### src/rtl/kmac_msg_packer.sv
// rtl/kmac_msg_packer.sv - packs strobed message writes densely into OutW-bit words
module kmac_msg_packer #(
  parameter int InW  = 32,
  parameter int OutW = 64
) (
  input  logic                clk_i,
  input  logic                rst_ni,
  input  logic                valid_i,
  input  logic [InW-1:0]      data_i,
  input  logic [InW/8-1:0]    strb_i,
  output logic                ready_o,
  output logic                valid_o,
  output logic [OutW-1:0]     data_o,
  output logic [OutW/8-1:0]   strb_o,
  input  logic                ready_i,
  input  logic                flush_i,
  output logic                flush_done_o,
  output logic                err_o
);

  localparam int InB  = InW / 8;
  localparam int OutB = OutW / 8;
  localparam int BufB = (OutW + InW) / 8;
  localparam int BufW = BufB * 8;
  localparam int PosW = $clog2(BufB + 1);
  localparam logic [PosW-1:0] OutBP = PosW'(OutB);

  typedef enum logic {
    StRun,
    StFlush
  } st_e;

  st_e             st_q, st_d;
  logic [BufW-1:0] pbuf_q, pbuf_d;
  logic [PosW-1:0] pos_q, pos_d;
  logic            err_q, err_d;
  logic            done_q, done_d;

  // Output decode: valid when a full word is buffered, or any bytes remain while flushing
  logic            full;
  logic            valid;
  logic            ready;
  logic [PosW-1:0] emit_n;
  logic [OutB-1:0] strb_emit;

  always_comb begin
    full   = (pos_q >= OutBP);
    valid  = full || ((st_q == StFlush) && (pos_q != '0));
    ready  = (st_q == StRun) && (pos_q <= OutBP);
    emit_n = full ? OutBP : pos_q;
    strb_emit = '0;
    for (int i = 0; i < OutB; i++) begin
      strb_emit[i] = valid && (PosW'(i) < emit_n);
    end
  end

  assign ready_o      = ready;
  assign valid_o      = valid;
  // Bytes at or above pos are always zero, so the low word is already zero-padded
  assign data_o       = valid ? pbuf_q[OutW-1:0] : '0;
  assign strb_o       = strb_emit;
  assign flush_done_o = done_q;
  assign err_o        = err_q;

  // Next state: shift out the emitted bytes first, then append the accepted beat
  logic            fire;
  logic            accept;
  logic            legal;
  logic [PosW-1:0] shift_n;
  logic [PosW-1:0] pos_mid;
  logic [PosW-1:0] n_in;
  logic [BufW-1:0] pbuf_shift;
  logic [BufW-1:0] data_m;

  always_comb begin
    fire       = valid && ready_i;
    accept     = valid_i && ready;
    shift_n    = fire ? emit_n : '0;
    pbuf_shift = pbuf_q >> {shift_n, 3'b000};
    pos_mid    = pos_q - shift_n;
    // Contiguous-from-bit-0 strobes are exactly those where strb & (strb+1) is zero
    legal      = ((strb_i & (strb_i + InB'(1))) == '0);
    n_in       = '0;
    data_m     = '0;
    for (int i = 0; i < InB; i++) begin
      n_in = n_in + PosW'(strb_i[i]);
      data_m[8*i +: 8] = strb_i[i] ? data_i[8*i +: 8] : 8'h00;
    end

    pbuf_d = pbuf_shift;
    pos_d  = pos_mid;
    err_d  = 1'b0;
    if (accept) begin
      if (legal) begin
        pbuf_d = pbuf_shift | (data_m << {pos_mid, 3'b000});
        pos_d  = pos_mid + n_in;
      end else begin
        err_d = 1'b1;
      end
    end

    st_d   = st_q;
    done_d = 1'b0;
    case (st_q)
      StRun: begin
        if (flush_i) begin
          st_d = StFlush;
        end
      end
      StFlush: begin
        if (pos_d == '0) begin
          st_d   = StRun;
          done_d = 1'b1;
        end
      end
      default: st_d = StRun;
    endcase
  end

  // State and registered pulse outputs
  always_ff @(posedge clk_i or negedge rst_ni) begin
    if (!rst_ni) begin
      st_q   <= StRun;
      pbuf_q <= '0;
      pos_q  <= '0;
      err_q  <= 1'b0;
      done_q <= 1'b0;
    end else begin
      st_q   <= st_d;
      pbuf_q <= pbuf_d;
      pos_q  <= pos_d;
      err_q  <= err_d;
      done_q <= done_d;
    end
  end

endmodule

### config.mk
export PLATFORM = sky130hd
export DESIGN_NAME = kmac_msg_packer
export DESIGN_NICKNAME = d
export VERILOG_FILES = /design/src/rtl/kmac_msg_packer.sv
export SDC_FILE = /design/constraint.sdc
export NUM_CORES = 1
export LEC_CHECK = 0
export ABC_AREA = 1
export ABC_CLOCK_PERIOD_IN_PS = 4200
export CAP_MARGIN = 30
export CORE_ASPECT_RATIO = 0.7
export CORE_MARGIN = 2
export CORE_UTILIZATION = 55
export CTS_BUF_LIST = sky130_fd_sc_hd__clkbuf_4
export CTS_CLUSTER_SIZE = 16
export DETAILED_ROUTE_END_ITERATION = 7
export DONT_BUFFER_PORTS = 1
export PLACE_DENSITY_LB_ADDON = 0.12
export SLEW_MARGIN = 30
export SYNTH_ARGS = -nofsm -noshare
export SYNTH_HDL_FRONTEND = slang
export SYNTH_SLANG_ARGS = --single-unit
### constraint.sdc
create_clock -name clk_i -period 4.2 [get_ports clk_i]
set_clock_uncertainty 0.1 [all_clocks]
set_input_delay 0.42 -clock clk_i [delete_from_list [all_inputs] [get_ports clk_i]]
set_output_delay 0.42 -clock clk_i [all_outputs]
set_load 0.01 [all_outputs]
== Yosys cells after proc, flatten, opt, wreduce, memory -nomap -nowiden ==
Index checks and enable logic that the tools add are counted.

* Flip-flop bits (word level): 103
* Input bits: 41
* Output and inout port bits: 76
* Logic and storage cells: 60

* $add $sub $neg: 6
* Magnitude comparators: 10
* Shift operators: 2
* Mux-type cells: 18
* Bitwise operators: 3
* Reductions and logical operators: 16

{| class="wikitable"
|+ Operators with widths
! cell !! count
|-
| $mux W96 || 2
|-
| $or A96 B96 Y96 || 1
|-
| $shl A32 B7 Y96 || 1
|-
| $shr A96 B7 Y96 || 1
|-
| $mux W64 || 1
|-
| $mux W8 || 4
|-
| $lt A3 B4 Y1 const A || 4
|-
| $mux W4 || 4
|-
| $logic_and A1 B1 Y1 || 12
|-
| $logic_not A4 Y1 || 2
|-
| $lt A1 B4 Y1 const A || 2
|-
| $lt A2 B4 Y1 const A || 2
|-
| $mux W1 || 6
|-
| $add A3 B1 Y4 || 1
|-
| $add A4 B1 Y4 const B || 1
|-
| $add A4 B4 Y4 || 1
|-
| $and A4 B4 Y4 || 1
|-
| $ge A4 B4 Y1 const B || 1
|-
| $le A4 B4 Y1 const B || 1
|-
| $reduce_bool A4 Y1 || 1
|-
| $sub A4 B4 Y4 || 1
|-
| $add A2 B1 Y3 || 1
|-
| $add A1 B1 Y2 || 1
|-
| $pmux W1 S2 || 1
|-
| other kinds (2) || 2
|}

== Logic depth before layout (Yosys ltp) ==
* Depth in word-level cells: 12
* Depth in mapped cells: 22
* Mapped depth without buffers: 17

== Worst setup path before layout ==
OpenSTA, ideal clock, no wires.

* Path type: reg2reg
* Start point: register pos_q[3]
* End point: register st_q
* Setup time: 0.118 ns
* Arrival: 3.356 ns
* Data required time: 3.982 ns
* Setup slack: 0.626 ns
* Cell stages (with the launch flop): 23
* Buffers on the path: 5
* Period minus slack after synthesis: 3.574 ns
* Cell sequence: dfrtp_1 > buf_2 > inv_2 > nand2_1 > nand2_1 > nand2_2 > nand3_2 > inv_2 > buf_2 > buf_2 > fa_1 > inv_1 > clkbuf_1 > clkbuf_1 > ha_1 > a21oi_1 > nor2_1 > nand2_1 > nand2_1 > nand2_1 > nand2_1 > nor2_1 > nor2_1

* Cells in the longest elaborated chain, start to end: 12

{| class="wikitable"
|+ RTL lines
! item !! RTL line !! source
|-
| start, declared || 35 || <nowiki>logic [PosW-1:0] pos_q, pos_d;</nowiki>
|-
| start signal, assigned || 131 || <nowiki>pos_q <= pos_d;</nowiki>
|-
| parallel branches: the longest is 8 deep, another holds $ge A4 B4 Y1 || - ||
|-
| $mux W4 * || 93 || <nowiki>if (accept) begin</nowiki>
|-
| $logic_not A4 Y1 * || 111 || <nowiki>if (pos_d == '0) begin</nowiki>
|-
| $mux W1 * || 111 ||
|-
| $pmux W1 S2 * || 104 || <nowiki>case (st_q)</nowiki>
|-
| via st_d || 33 || <nowiki>st_e st_q, st_d;</nowiki>
|-
| end signal, assigned || 123 || <nowiki>st_q <= StRun;</nowiki>
|-
| end signal, assigned || 129 || <nowiki>st_q <= st_d;</nowiki>
|-
| end, declared || 33 ||
|}

Mark *: on every way through the listed nets, which the timed path passes.

== Final worst setup path ==
* Start point: register pos_q[3]
* End point: output data_o[57]

* Cells in the longest elaborated chain, start to end: 4

{| class="wikitable"
|+ RTL lines
! item !! RTL line !! source
|-
| parallel branches: the longest is 2 deep, another holds $ge A4 B4 Y1 || - ||
|-
| $logic_or A1 B1 Y1 * || 48 || <nowiki>valid = full || ((st_q == StFlush) && (pos_q != '0));</nowiki>
|-
| $mux W64 * || 60 || <nowiki>assign data_o = valid ? pbuf_q[OutW-1:0] : '0;</nowiki>
|-
| end, declared || 13 || <nowiki>output logic [OutW-1:0] data_o,</nowiki>
|}

Every way passes the cells marked *.

==> flow_summary.toml <==
[outcome]
outcome = "finished clean"

[clock_tree]
cts_num_sinks = 103
cts_buffers = 9
clk_root_buffer_cell = "clkbuf_4"
max-clock-path-buffers = 2
tritoncts = "done"
htreeDepth = 3
post_cts_resize_count = 0
clk_transition_reported_paths_ns = 0.17
clkLatencyLatePin_ns = 0.50

[synthesis]
synthDominantAreaCellType = "dfrtp_1"
netlist_top_cells_area = "dfrtp_1 (28%), nand3_1 (24%), nand2_1 (16%)"
synthDistinctLibCells = 30
synth_xor_xnor_area_share_pct = 0.2887
synth_top_family_by_area = "simple AND/OR/NAND/NOR gates"
syn-instance-count = 1512
yosysTopAreaCellShare_pct = 28.32
post_synth_fa_ha_maj_area_fraction_pct = 1.567
mappedNetlistNets = 1562
post_synth_mux_area_share_pct = 0
avgSynthCellArea_um2 = 6.019
synth_compound_area_share_pct = 5.650
seq_area_frac_synth_pct = 28.32
yosys.area_share.simple_pct = 52.91
synthesis.yosys.warnings = 0
syn_area_um2 = 9101
synth.ff_latch_count = 103

[place]
gpl.final_weighted_congestion = 0.9299
io_buffers = 0
place_ws_ns = 0.9103
dp_hpwl_um = 20860
placedInstanceArea_um2 = 9086
numPlacedInstances = 1639

[floorplanning]
initial_utilization_pct = 56.01
area_of_the_die_um2 = 17610
floorplan.rows = 39
design.core.area_um2 = 16250
die_height_um = 111.6
die_w_um = 157.8
io-pin-count = 117

[setup_path]
crit_path_max_fanout = 65
critPathTopFamily = "buffers and inverters"
worst_path_largest_cell_delay_ns = 0.61
worstPathRequired_ns = 3.68
criticalPathCategory = "reg -> out"
worstSetupStartpointType = "register"
timing.critical_path.slowest_stage_cell = "dfrtp_1"
worst-path-buf-inv = 3
timing.critical_path.arrival_ns = 2.96
critical_path_cell_list = "inv_2 -> nand2_1 -> nand2_1 -> nand2_2 -> buf_4 -> inv_4 -> nor2_1"
critical-path-top-cell-by-count = "nand2_1"
endpoint_kind = "output port"

[routing]
wl_per_cell_um = 19.79
detailroute.wirelength.met2_um = 14200
detail_route.drc_violations = 0
route.layer.met1.wl_um = 13380
drtIter0Drc = 1266
highest_layer = "met4"
antenna_left = 0
vias = 10540
wirelength_um = 32810
wl_met3_um = 3622
via_per_inst = 6.356
dr.pass1.iters = 6

[power_and_ir_drop]
vdd.ir_drop.worst_v = 0.0004028
leakagePower_nw = 4.415
design_power_mw = 6.997
p_per_area_nw_per_um2 = 756.5

[final_layout]
n_antenna_cell = 0
layout_cells_sized_above_1_pct = 3.559
final_design_area_no_fill_um2 = 9249
fin_cells = 1658
synthToLayoutAreaGrowth_pct = 1.622
final_net_count = 1479

[sta]
fmaxAchievable_mhz = 287.7
fin_tns_setup_ns = 0
final-hold-violation-count = 0
slew_at_the_pin_closest_to_its_max_slew_limit_ns = 1.018
setup_viol = 0
final.period_utilization_pct = 82.76
slew_headroom_pct = 32.11
timing.final.max_slew_violations = 0
worst_slack_setup_final_ns = 0.7239
unrepaired_setup_endpoints_after_global_routing = "false"
final_period_minus_worst_setup_slack_ns = 3.476

[grt]
grt_max_degree = 154
grt.total_usage_pct = 37.50
antenna_found_initial = 0
grt_pass1_wl_um = 51590
grt_pass1_vias = 9621
gr-total-overflow = 0

[run]
maxCapViolCount = 0

[worst_hold_path]
min-delay-path-class = "in -> reg"
## where the power goes
part	total (mW)	internal, mW	switching (mW)
sequential	1.63	1.34	0.293
combinational	4.88	1.32	3.55
clock	0.492	0.121	0.371
## registers in the layout, summed over array words and instances (netlist names)
signal / flops
err_o: 1
flush_done_o: 1
pbuf_q: 96
pos_q: 4
st_q: 1
## Yosys cell counts
| cell type | number |
|---|---|
| o31ai_1 | 6 |
| inv_2 | 3 |
| nor2_4 | 1 |
| o211ai_1 | 24 |
| nand3_1 | 433 |
| buf_4 | 2 |
| nor2_2 | 3 |
| o21ai_1 | 2 |
| a21oi_2 | 1 |
| o21a_1 | 5 |
| xnor2_1 | 1 |
| nand4_1 | 105 |
| buf_2 | 51 |
| o21ai_0 | 30 |
| or2_2 | 2 |
| xor2_1 | 2 |
| buf_1 | 18 |
| nand3b_1 | 2 |
| nand2_2 | 1 |
| a21boi_0 | 1 |
| ha_1 | 5 |
| dfrtp_1 | 103 |
| clkbuf_1 | 51 |
| nor2_1 | 128 |
| nand2_1 | 383 |
| fa_1 | 4 |
| inv_1 | 128 |
| nand3_2 | 1 |
| conb_1 | 1 |
| a21oi_1 | 15 |
## tightest hold or removal path, delay by kind of cell
family                 cells  cell delay (ns)
and+or+nand+nor            3             0.17
buffers and inverters      1             0.10
## per-layer routing
metal  track usage [%]  vias up
met5                 0        -
met4             18.67        0
met3             8.252      114
met2             56.26      671
met1             51.10     4841
li1                  -     4913
## per-stage QoR
stage | util (%) | hold WS (ns)
after floorplan | - | 0.02441
after global placement | 55.90 | 0.02784
after detailed placement | 55.92 | 0.02814
after CTS | 56.90 | 0.09303
after global routing | 56.92 | 0.1288
final | 56.92 | 0.1113
## cell families after synthesis
group,count (synthesis)
AO/OA/AOI/OAI,84
other,1
flip-flops,103
XOR/XNOR,3
AND/OR/NAND/NOR,1059
buffers and inverters,253
adder cells (fa/ha/maj),9
## area by class of cell
class,instances,area [um^2]
Clock buffer,10,75.07
Fill cell,1681,7000
Tap cell,225,281.5
Clock inverter,5,26.28
Inverter,131,494.2
Sequential cell,103,2577
Multi-Input combinational cell,1156,5515
Timing Repair Buffer,28,279.0
## repair_timing
item,CTS,global route
hold buffers,4,0
endpoints found under the hold margin,105,0
setup buffers,0,0
## final timing paths
check                                startpoint              endpoint  slack (ns)  depth (start not counted)
max reg2reg                  pos_q[3]$_DFF_PN0_  pbuf_q[40]$_DFF_PN0_        0.88                         11
min in group asynchronous                rst_ni  pbuf_q[29]$_DFF_PN0_        0.42                          2
min reg2reg                pbuf_q[89]$_DFF_PN0_  pbuf_q[25]$_DFF_PN0_        0.51                          2
max                          pos_q[3]$_DFF_PN0_            data_o[57]        0.72                          7
max in group asynchronous                rst_ni  pbuf_q[86]$_DFF_PN0_        3.11                          2
min                                   strb_i[3]       err_o$_DFF_PN0_        0.11                          4
## layout by cell type, fill, tap and decap left out, drive strengths merged
| cell type | n |
|---|---|
| o21ai | 32 |
| nand4 | 105 |
| ha | 5 |
| o211ai | 24 |
| nor2 | 132 |
| inv | 131 |
| xnor2 | 1 |
| conb | 1 |
| a21oi | 16 |
| nand2 | 384 |
| fa | 4 |
| nand3 | 434 |
| buf | 25 |
| clkinv | 5 |
| or2 | 2 |
| dlygate4sd3 | 3 |
| dfrtp | 103 |
| nand3b | 2 |
| clkbuf | 10 |
| o31ai | 6 |
| xor2 | 2 |
| o21a | 5 |
| a21boi | 1 |
Power figures use the tool's default switching activity.
